[src/rtl/enh_demux_if.sv]
// Parent/child bus for the enh_demux tree splitter.
// The master side drives the parent word and the child back-pressure;
// the slave side (the splitter) returns both child words, full and ovf.
interface enh_demux_if #(
  parameter int word_width = 16
) ();
  logic [word_width-1:0] in;
  logic                  full_1;
  logic                  full_2;
  logic [word_width-1:0] out_1;
  logic [word_width-1:0] out_2;
  logic                  full;
  logic                  ovf;

  modport master (
    output in,
    output full_1,
    output full_2,
    input  out_1,
    input  out_2,
    input  full,
    input  ovf
  );

  modport slave (
    input  in,
    input  full_1,
    input  full_2,
    output out_1,
    output out_2,
    output full,
    output ovf
  );
endinterface

[src/rtl/enh_demux.sv]
// Tree-level splitter: steers each valid parent word to the left or right
// child by its route bit, buffering each branch in a private FIFO. The
// route bit is consumed and the remaining address shifted up one place.
module enh_demux #(
  parameter int word_width     = 16,
  parameter int log_buffer_len = 3
) (
  input logic        clk_r,
  input logic        rst,
  enh_demux_if.slave bus
);

  localparam int DEPTH = 1 << log_buffer_len;
  localparam int CW    = log_buffer_len + 1;

  typedef logic [log_buffer_len-1:0] ptr_t;
  typedef logic [CW-1:0]             cnt_t;
  typedef logic [word_width-2:0]     item_t;

  localparam cnt_t CNT_MAX  = cnt_t'(DEPTH);
  localparam cnt_t CNT_SKID = cnt_t'(DEPTH - 1);

  item_t mem1 [DEPTH];
  item_t mem2 [DEPTH];

  ptr_t rd1, wr1, rd2, wr2;
  cnt_t cnt1, cnt2;
  cnt_t cnt1_next, cnt2_next;

  logic                  in_valid;
  logic                  in_route;
  item_t                 in_item;
  logic                  pop1, pop2;
  logic                  push1, push2;
  logic                  drop;

  logic [word_width-1:0] out_1_q, out_2_q;
  logic                  full_q, ovf_q;

  // Decode the parent word and decide push/pop/drop for both branches.
  always_comb begin
    in_valid = bus.in[word_width-1];
    in_route = bus.in[word_width-2];
    in_item  = {bus.in[word_width-3:0], 1'b0};

    pop1 = (cnt1 != '0) && !bus.full_1;
    pop2 = (cnt2 != '0) && !bus.full_2;

    // A full FIFO still accepts when it also pops this cycle.
    push1 = in_valid && !in_route && ((cnt1 != CNT_MAX) || pop1);
    push2 = in_valid &&  in_route && ((cnt2 != CNT_MAX) || pop2);

    // A valid word targets exactly one FIFO, so no push means it was lost.
    drop = in_valid && !push1 && !push2;

    cnt1_next = cnt1 + cnt_t'(push1) - cnt_t'(pop1);
    cnt2_next = cnt2 + cnt_t'(push2) - cnt_t'(pop2);
  end

  // FIFO storage; contents are don't-care after reset so no reset here.
  always_ff @(posedge clk_r) begin
    if (!rst && push1) mem1[wr1] <= in_item;
    if (!rst && push2) mem2[wr2] <= in_item;
  end

  // Pointers, counts and the registered output stage.
  always_ff @(posedge clk_r) begin
    if (rst) begin
      rd1     <= '0;
      wr1     <= '0;
      rd2     <= '0;
      wr2     <= '0;
      cnt1    <= '0;
      cnt2    <= '0;
      out_1_q <= '0;
      out_2_q <= '0;
      full_q  <= 1'b0;
      ovf_q   <= 1'b0;
    end else begin
      cnt1 <= cnt1_next;
      cnt2 <= cnt2_next;
      if (push1) wr1 <= wr1 + ptr_t'(1);
      if (push2) wr2 <= wr2 + ptr_t'(1);
      if (pop1)  rd1 <= rd1 + ptr_t'(1);
      if (pop2)  rd2 <= rd2 + ptr_t'(1);

      out_1_q <= pop1 ? {1'b1, mem1[rd1]} : '0;
      out_2_q <= pop2 ? {1'b1, mem2[rd2]} : '0;

      // Raised one slot early so the word in flight when full rises fits.
      full_q <= (cnt1_next >= CNT_SKID) || (cnt2_next >= CNT_SKID);

      if (drop) ovf_q <= 1'b1;
    end
  end

  assign bus.out_1 = out_1_q;
  assign bus.out_2 = out_2_q;
  assign bus.full  = full_q;
  assign bus.ovf   = ovf_q;

endmodule

[src/flat_wrapper.sv]
// flat-port wrapper written by rule: the top's interface ports become plain ports
module enh_demux_flat 
#(
  parameter int word_width     = 16,
  parameter int log_buffer_len = 3
)
  (clk_r, rst, bus_in, bus_full_1, bus_full_2, bus_out_1, bus_out_2, bus_full, bus_ovf);
  enh_demux_if #(.word_width(word_width)) bus_i ();
  input logic clk_r;
  input logic rst;
  input wire logic [$bits(bus_i.in)-1:0] bus_in;
  input wire logic [$bits(bus_i.full_1)-1:0] bus_full_1;
  input wire logic [$bits(bus_i.full_2)-1:0] bus_full_2;
  output wire logic [$bits(bus_i.out_1)-1:0] bus_out_1;
  output wire logic [$bits(bus_i.out_2)-1:0] bus_out_2;
  output wire logic [$bits(bus_i.full)-1:0] bus_full;
  output wire logic [$bits(bus_i.ovf)-1:0] bus_ovf;
  assign bus_i.in = bus_in;
  assign bus_i.full_1 = bus_full_1;
  assign bus_i.full_2 = bus_full_2;
  assign bus_out_1 = bus_i.out_1;
  assign bus_out_2 = bus_i.out_2;
  assign bus_full = bus_i.full;
  assign bus_ovf = bus_i.ovf;
  enh_demux #(.word_width(word_width), .log_buffer_len(log_buffer_len)) u_core (.clk_r(clk_r), .rst(rst), .bus(bus_i));
endmodule
[config.mk]
export PLATFORM = sky130hd
export DESIGN_NAME = enh_demux_flat
export DESIGN_NICKNAME = d
export VERILOG_FILES = /design/src/rtl/enh_demux_if.sv /design/src/rtl/enh_demux.sv /design/src/flat_wrapper.sv
export SDC_FILE = /design/constraint.sdc
export NUM_CORES = 1
export LEC_CHECK = 0
export ABC_AREA = 1
export CAP_MARGIN = 20
export CORE_AREA = 2 2 139 141
export DETAILED_ROUTE_END_ITERATION = 8
export DIE_AREA = 0 0 141 143
export PLACE_DENSITY = 0.9
export SYNTH_ARGS = -nofsm -noshare
export SYNTH_HDL_FRONTEND = slang
export SYNTH_SLANG_ARGS = --single-unit
[constraint.sdc]
create_clock -name clk_r -period 5.5 [get_ports clk_r]
set_input_delay 1.1 -clock clk_r [delete_from_list [all_inputs] [get_ports clk_r]]
set_output_delay 1.1 -clock clk_r [all_outputs]
set_load 0.02 [all_outputs]
[Word-level counts from Yosys, hierarchy flattened]
Memory sizes are Yosys's and may differ from the RTL's. A register that Yosys moved wholly into a read port is not among the register bits.
Cells that the tools add are included.
Operators by class
  eq/ne operators: 2
  $lt $le $gt $ge: 2
  bitwise logic cells: 2
  mux-type cells: 10
  div/mod/pow operators: 0
  reductions and logical operators: 23
  multiply operators: 0
  shift operators: 0
  add/sub/neg operators: 8
Operators with widths (number)
  16-bit 2-to-1 mux: 2
  3-bit by 1-bit adder with 3-bit output (second input constant): 4
  3-bit 2-to-1 mux: 4
  1-bit logical AND: 10
  4-bit by 1-bit adder with 4-bit output: 2
  4-bit by 3-bit greater-or-equal comparator with 1-bit output (second input constant): 2
  4-bit != test (second input constant): 2
  4-bit nonzero test: 2
  4-bit by 1-bit subtractor with 4-bit output: 2
  1-bit zero test: 6
  1-bit 2-to-1 mux: 4
  2-bit OR reduction: 2
  1-bit logical OR: 3
  1-bit NOT: 2
Storage, ports and cells
  memories kept: 2
  input bits: 20
  bits in read-only memories: 0
  logic and storage cells: 61
  output and inout bits: 34
  bits in registers: 54
  bits in latches: 0
  memory bits (writable): 224
Memory list
  u_core.mem1: words 8, bits a word 14, rd ports 1, clocked after memory_dff 1, write ports 1, RTL line enh_demux.sv:23  | item_t mem1 [DEPTH];
  u_core.mem2: words 8, bits a word 14, rd ports 1, clocked after memory_dff 1, write ports 1, RTL line enh_demux.sv:24  | item_t mem2 [DEPTH];

[Longest topological paths before layout]
  depth in word-level cells: 8
  mapped depth: 15
  depth with buffers taken out: 15

[Least setup slack after synthesis]
OpenSTA, ideal clock, no wires.
  path type: input -> register
  start point: input bus_full_2
  end point: memory u_core.mem2[1][0] (netlist name), enable pin
  data arrival time: 2811 ps
  setup time: 421 ps
  setup slack: 2268 ps
  data required time: 5079 ps
  stages on the path: 3
  buffers on the path: 0
  cell sequence: o211ai_1 -> nand2_2 -> nor4_1
Between the ends
  longest elaborated chain between the ends: 7
Ends and longest elaborated chain
  start, declared: RTL line flat_wrapper.sv:13  | input wire logic [$bits(bus_i.full_2)-1:0] bus_full_2;
  1-bit zero test: RTL line enh_demux.sv:47  | pop2 = (cnt2 != '0) && !bus.full_2;
  1-bit logical AND: RTL line enh_demux.sv:47
  1-bit logical OR: RTL line enh_demux.sv:51  | push2 = in_valid && in_route && ((cnt2 != CNT_MAX) || pop2);
  1-bit logical AND: RTL line enh_demux.sv:51
  1-bit logical AND: RTL line enh_demux.sv:63  | if (!rst && push2) mem2[wr2] <= in_item;
  1-bit 2-to-1 mux: RTL line enh_demux.sv:63
  1-bit 2-to-1 mux (implied by the code): RTL line enh_demux.sv:63
  end, declared: RTL line enh_demux.sv:24
Every way passes these cells.

[Worst setup path in the final report]
  start point: input rst
  end point: memory u_core.mem1[7][12] (netlist name), enable pin
Between the ends
  longest elaborated chain between the ends: 4
Ends and longest elaborated chain
  start, declared: RTL line flat_wrapper.sv:10  | input logic rst;
  1-bit zero test: RTL line enh_demux.sv:62  | if (!rst && push1) mem1[wr1] <= in_item;
  1-bit logical AND: RTL line enh_demux.sv:62
  1-bit 2-to-1 mux: RTL line enh_demux.sv:62
  1-bit 2-to-1 mux (implied by the code): RTL line enh_demux.sv:62
  end, declared: RTL line enh_demux.sv:23
Every way passes these cells.

==> results.md <==
- Max cap viols: 0
- Hold crit path type: reg -> reg
- # IOs: 54
- Starting Density: 0.591
- Crit-path cells: clkdlybuf4s50_1 -> buf_4 -> inv_1 -> nand3_1 -> nor3_2
- Slew Limit Fails: 0
- CTS Buf Count: 28
- H-tree depth: 1
- Synth Area in Adders: 0.0207
- Final HPWL DP: between 10 and 15 mm
- Residual DRC count: 0
- Layout cell share with drive strength beyond 1: 0.0955
- Number of gates resized after cts: 0
- Yosys reg bits: 282
- Sequential share of the synthesized area: 0.718
- Leak: between 4 and 5 nW
- Main combinational cell family by area after synthesis: simple AND/OR/NAND/NOR gates
- Area delta synth->final: 14.5%
- Ant diodes: 0
- Drt wl/cell: around 21 µm
- Fin crit period: about 3100 ps
- Post-Syn Area: 11000 µm²
- Final WL: roughly 26 mm
- Largest net degree at the start of global routing: 58
- Worst slew margin: 0.242
- XOR/XNOR share of the synthesized area: 0.00319
- Met2 Wirelength: 13.0 mm
- Synth Area per Inst: between 10 and 15 µm²
- Compound-Gate Fraction of Synth Area: 0.0999
- Routed met3 length: ~2.5 mm
- Multiplexer share of the synthesized area: 0
- Remaining global-route overflow: 0
- Share of flip-flops with an asynchronous set or reset: 0
- Status: finished, final reports clean
- Reg2Reg Setup Slack: around 2800 ps
- Met1 wire length: 9.30 mm
- Fin Setup TNS: 0 ps
- Number of DRC markers in iteration 0: about 1100
- Crit-path max cell delay: between 900 and 1000 ps
- Port Buffer Count: 51
- RSZ-0062 raised after global routing: no
- Nets: just over 1000
- WP data arrival: about 3300 ps
- First-pass GRT wire length: between 30 and 40 mm
- Hold Buf Count CTS: 0
- Worst Setup EP: u_core.mem1[7][12]
- Die Y: approximately 140 µm
- R2R Path Start: u_core.cnt1[2]
- R2r worst-path depth: 8
- Syn. warnings: 0
- DR top layer: met4
- Routed Antenna Nets: 0
- Simple-Gate Fraction of Synth Area: 0.115
- Core area: 18600 µm²
- Critical path origin: rst
- Worst EP required: 5640 ps
- GP Congestion: roughly 0.91
- CTS tree: built
- Total power: 5.66 mW
- Initial antenna violation count: 0
- DIE AREA: 20200 µm²
- P per Cell Area: 450 nW/µm²
- Clk_lat worst skew: 540 ps
- Critical path class: in -> reg
- Root buf cell: clkbuf_16
- Distinct cell type count after synthesis: 30
- Sink Count: about 280
- Final hold vios: 0
- Max VDD drop: 0.000303 V
- Number of vias per cell: 6.13
- Worst-margin pin slew: 1130 ps
- CTS max path bufs: 3
- Crit end category: register
- Global-route usage over all layers: 0.254
- Period utilization: 0.566
- Number of synthesized flops with an enable pin: around 220
- Clock Pin Slew Worst Setup and Hold Paths: 60 ps
- Clock skew: 15.5 ps
- FP Rows: 50
- Setup crit start kind: input pin
- Post-Syn Instances: between 900 and 1000
- Hold Slack: 458 ps
- Fmax: ~320 MHz
- Slowest cell on crit path: nor3_2
- Vias in the first global route: just over 7000
- Worst r2r dst: u_core.mem1[4][1]
- Top FF cell, synth: edfxtp_1
- Final core occ: 0.676
- Width of the die: 141 µm
- Final Setup Violations: 0
- Crit-path max FO: 17
- DR vias: about 7500
- Setup Buffers After CTS: 0
- Number of detailed-route iterations in the first pass: 5
[synth_stat cells, types with 10 or more instances]
master	n	area, µm²
a21oi_1	12	60.1
buf_6	12	135
clkbuf_1	14	52.6
dfxtp_1	58	1160
edfxtp_1	224	6730
ha_1	15	188
inv_1	38	143
nand2_1	26	97.6
nand3_1	10	50.1
nor2_1	240	901
nor2_2	20	125
o21ai_0	99	495
o21ai_1	104	521
[worst min-delay path by stage]
stage,start,end,slack [ps],cells after the start
floorplan,u_core.rd2[2],register,440,2
finish,u_core.bus.ovf,u_core.bus.ovf,460,2
detailed placement,u_core.bus.ovf,u_core.bus.ovf,450,2
global route,u_core.bus.ovf,u_core.bus.ovf,500,2
global placement,u_core.bus.ovf,u_core.bus.ovf,450,2
CTS,u_core.bus.ovf,u_core.bus.ovf,460,2
[worst max-delay path, delay by kind of cell]
kind / cells / cell delay [ps]
buf+inv: 3 / 1030
simple gates: 2 / 1120
[through the flow]
step	area, µm²	setup WS, ps	cells
after floorplan	11000	2270	922
after global placement	11600	1820	1169
after detailed placement	11600	1700	1169
after CTS	12500	2200	1220
after global routing	12600	2200	1229
final	12600	2390	1229
[where the power goes]
group	switching (mW)	internal, mW
logic	0.918	0.438
clock network	0.778	1.04
registers	0.0546	2.42
[kinds of logic after synthesis]
family | Yosys count
adders and majority gates | 17
buffers and inverters | 87
AOI/OAI and AO/OA | 218
xor gates and xnor gates | 4
DFF | 282
and+or+nand+nor | 312
other | 1
[metal layers]
metal	up-vias	global-route usage
li1	3301	-
met1	3624	0.323
met2	510	0.443
met3	94	0.0423
met4	0	0.0968
met5	-	0
[layout by cell type, fill, tap and decap left out, types with 3 or more instances in the layout]
master and instances:
clkinv_1 4, dfxtp_1 58, buf_6 5, inv_1 38, clkdlybuf4s50_1 51, ha_1 15
o21ai_1 104, nor2_1 240, a21oi_1 12, nand2_1 26, clkbuf_16 31, nor3_2 8
clkbuf_1 3, buf_4 13, edfxtp_1 224, clkinv_2 7, nand3_1 10, o21ai_0 99
nor2_2 20
[state kept, by name (all words and copies together) (netlist names), named ones only]
| register | count |
|---|---|
| u_core.wr1 | 3 |
| u_core.cnt1 | 4 |
| u_core.wr2 | 3 |
| u_core.cnt2 | 4 |
| u_core.bus.out_2 | 15 |
| u_core.mem1 | 112 |
| u_core.mem2 | 112 |
| u_core.bus.ovf | 1 |
| u_core.bus.out_1 | 15 |
| u_core.rd1 | 3 |
| u_core.rd2 | 3 |
| u_core.bus.full | 1 |
[layout make-up]
cell class | instances | area (µm²)
Clock buffer | 36 | 815
Clock inverter | 15 | 80.1
Fill cell | 1131 | 6010
Inverter | 40 | 150
Multi-Input combinational cell | 553 | 2680
Sequential cell | 282 | 7890
Tap cell | 234 | 293
Timing Repair Buffer | 69 | 664
Note: power is estimated with default switching activity, not from simulation.
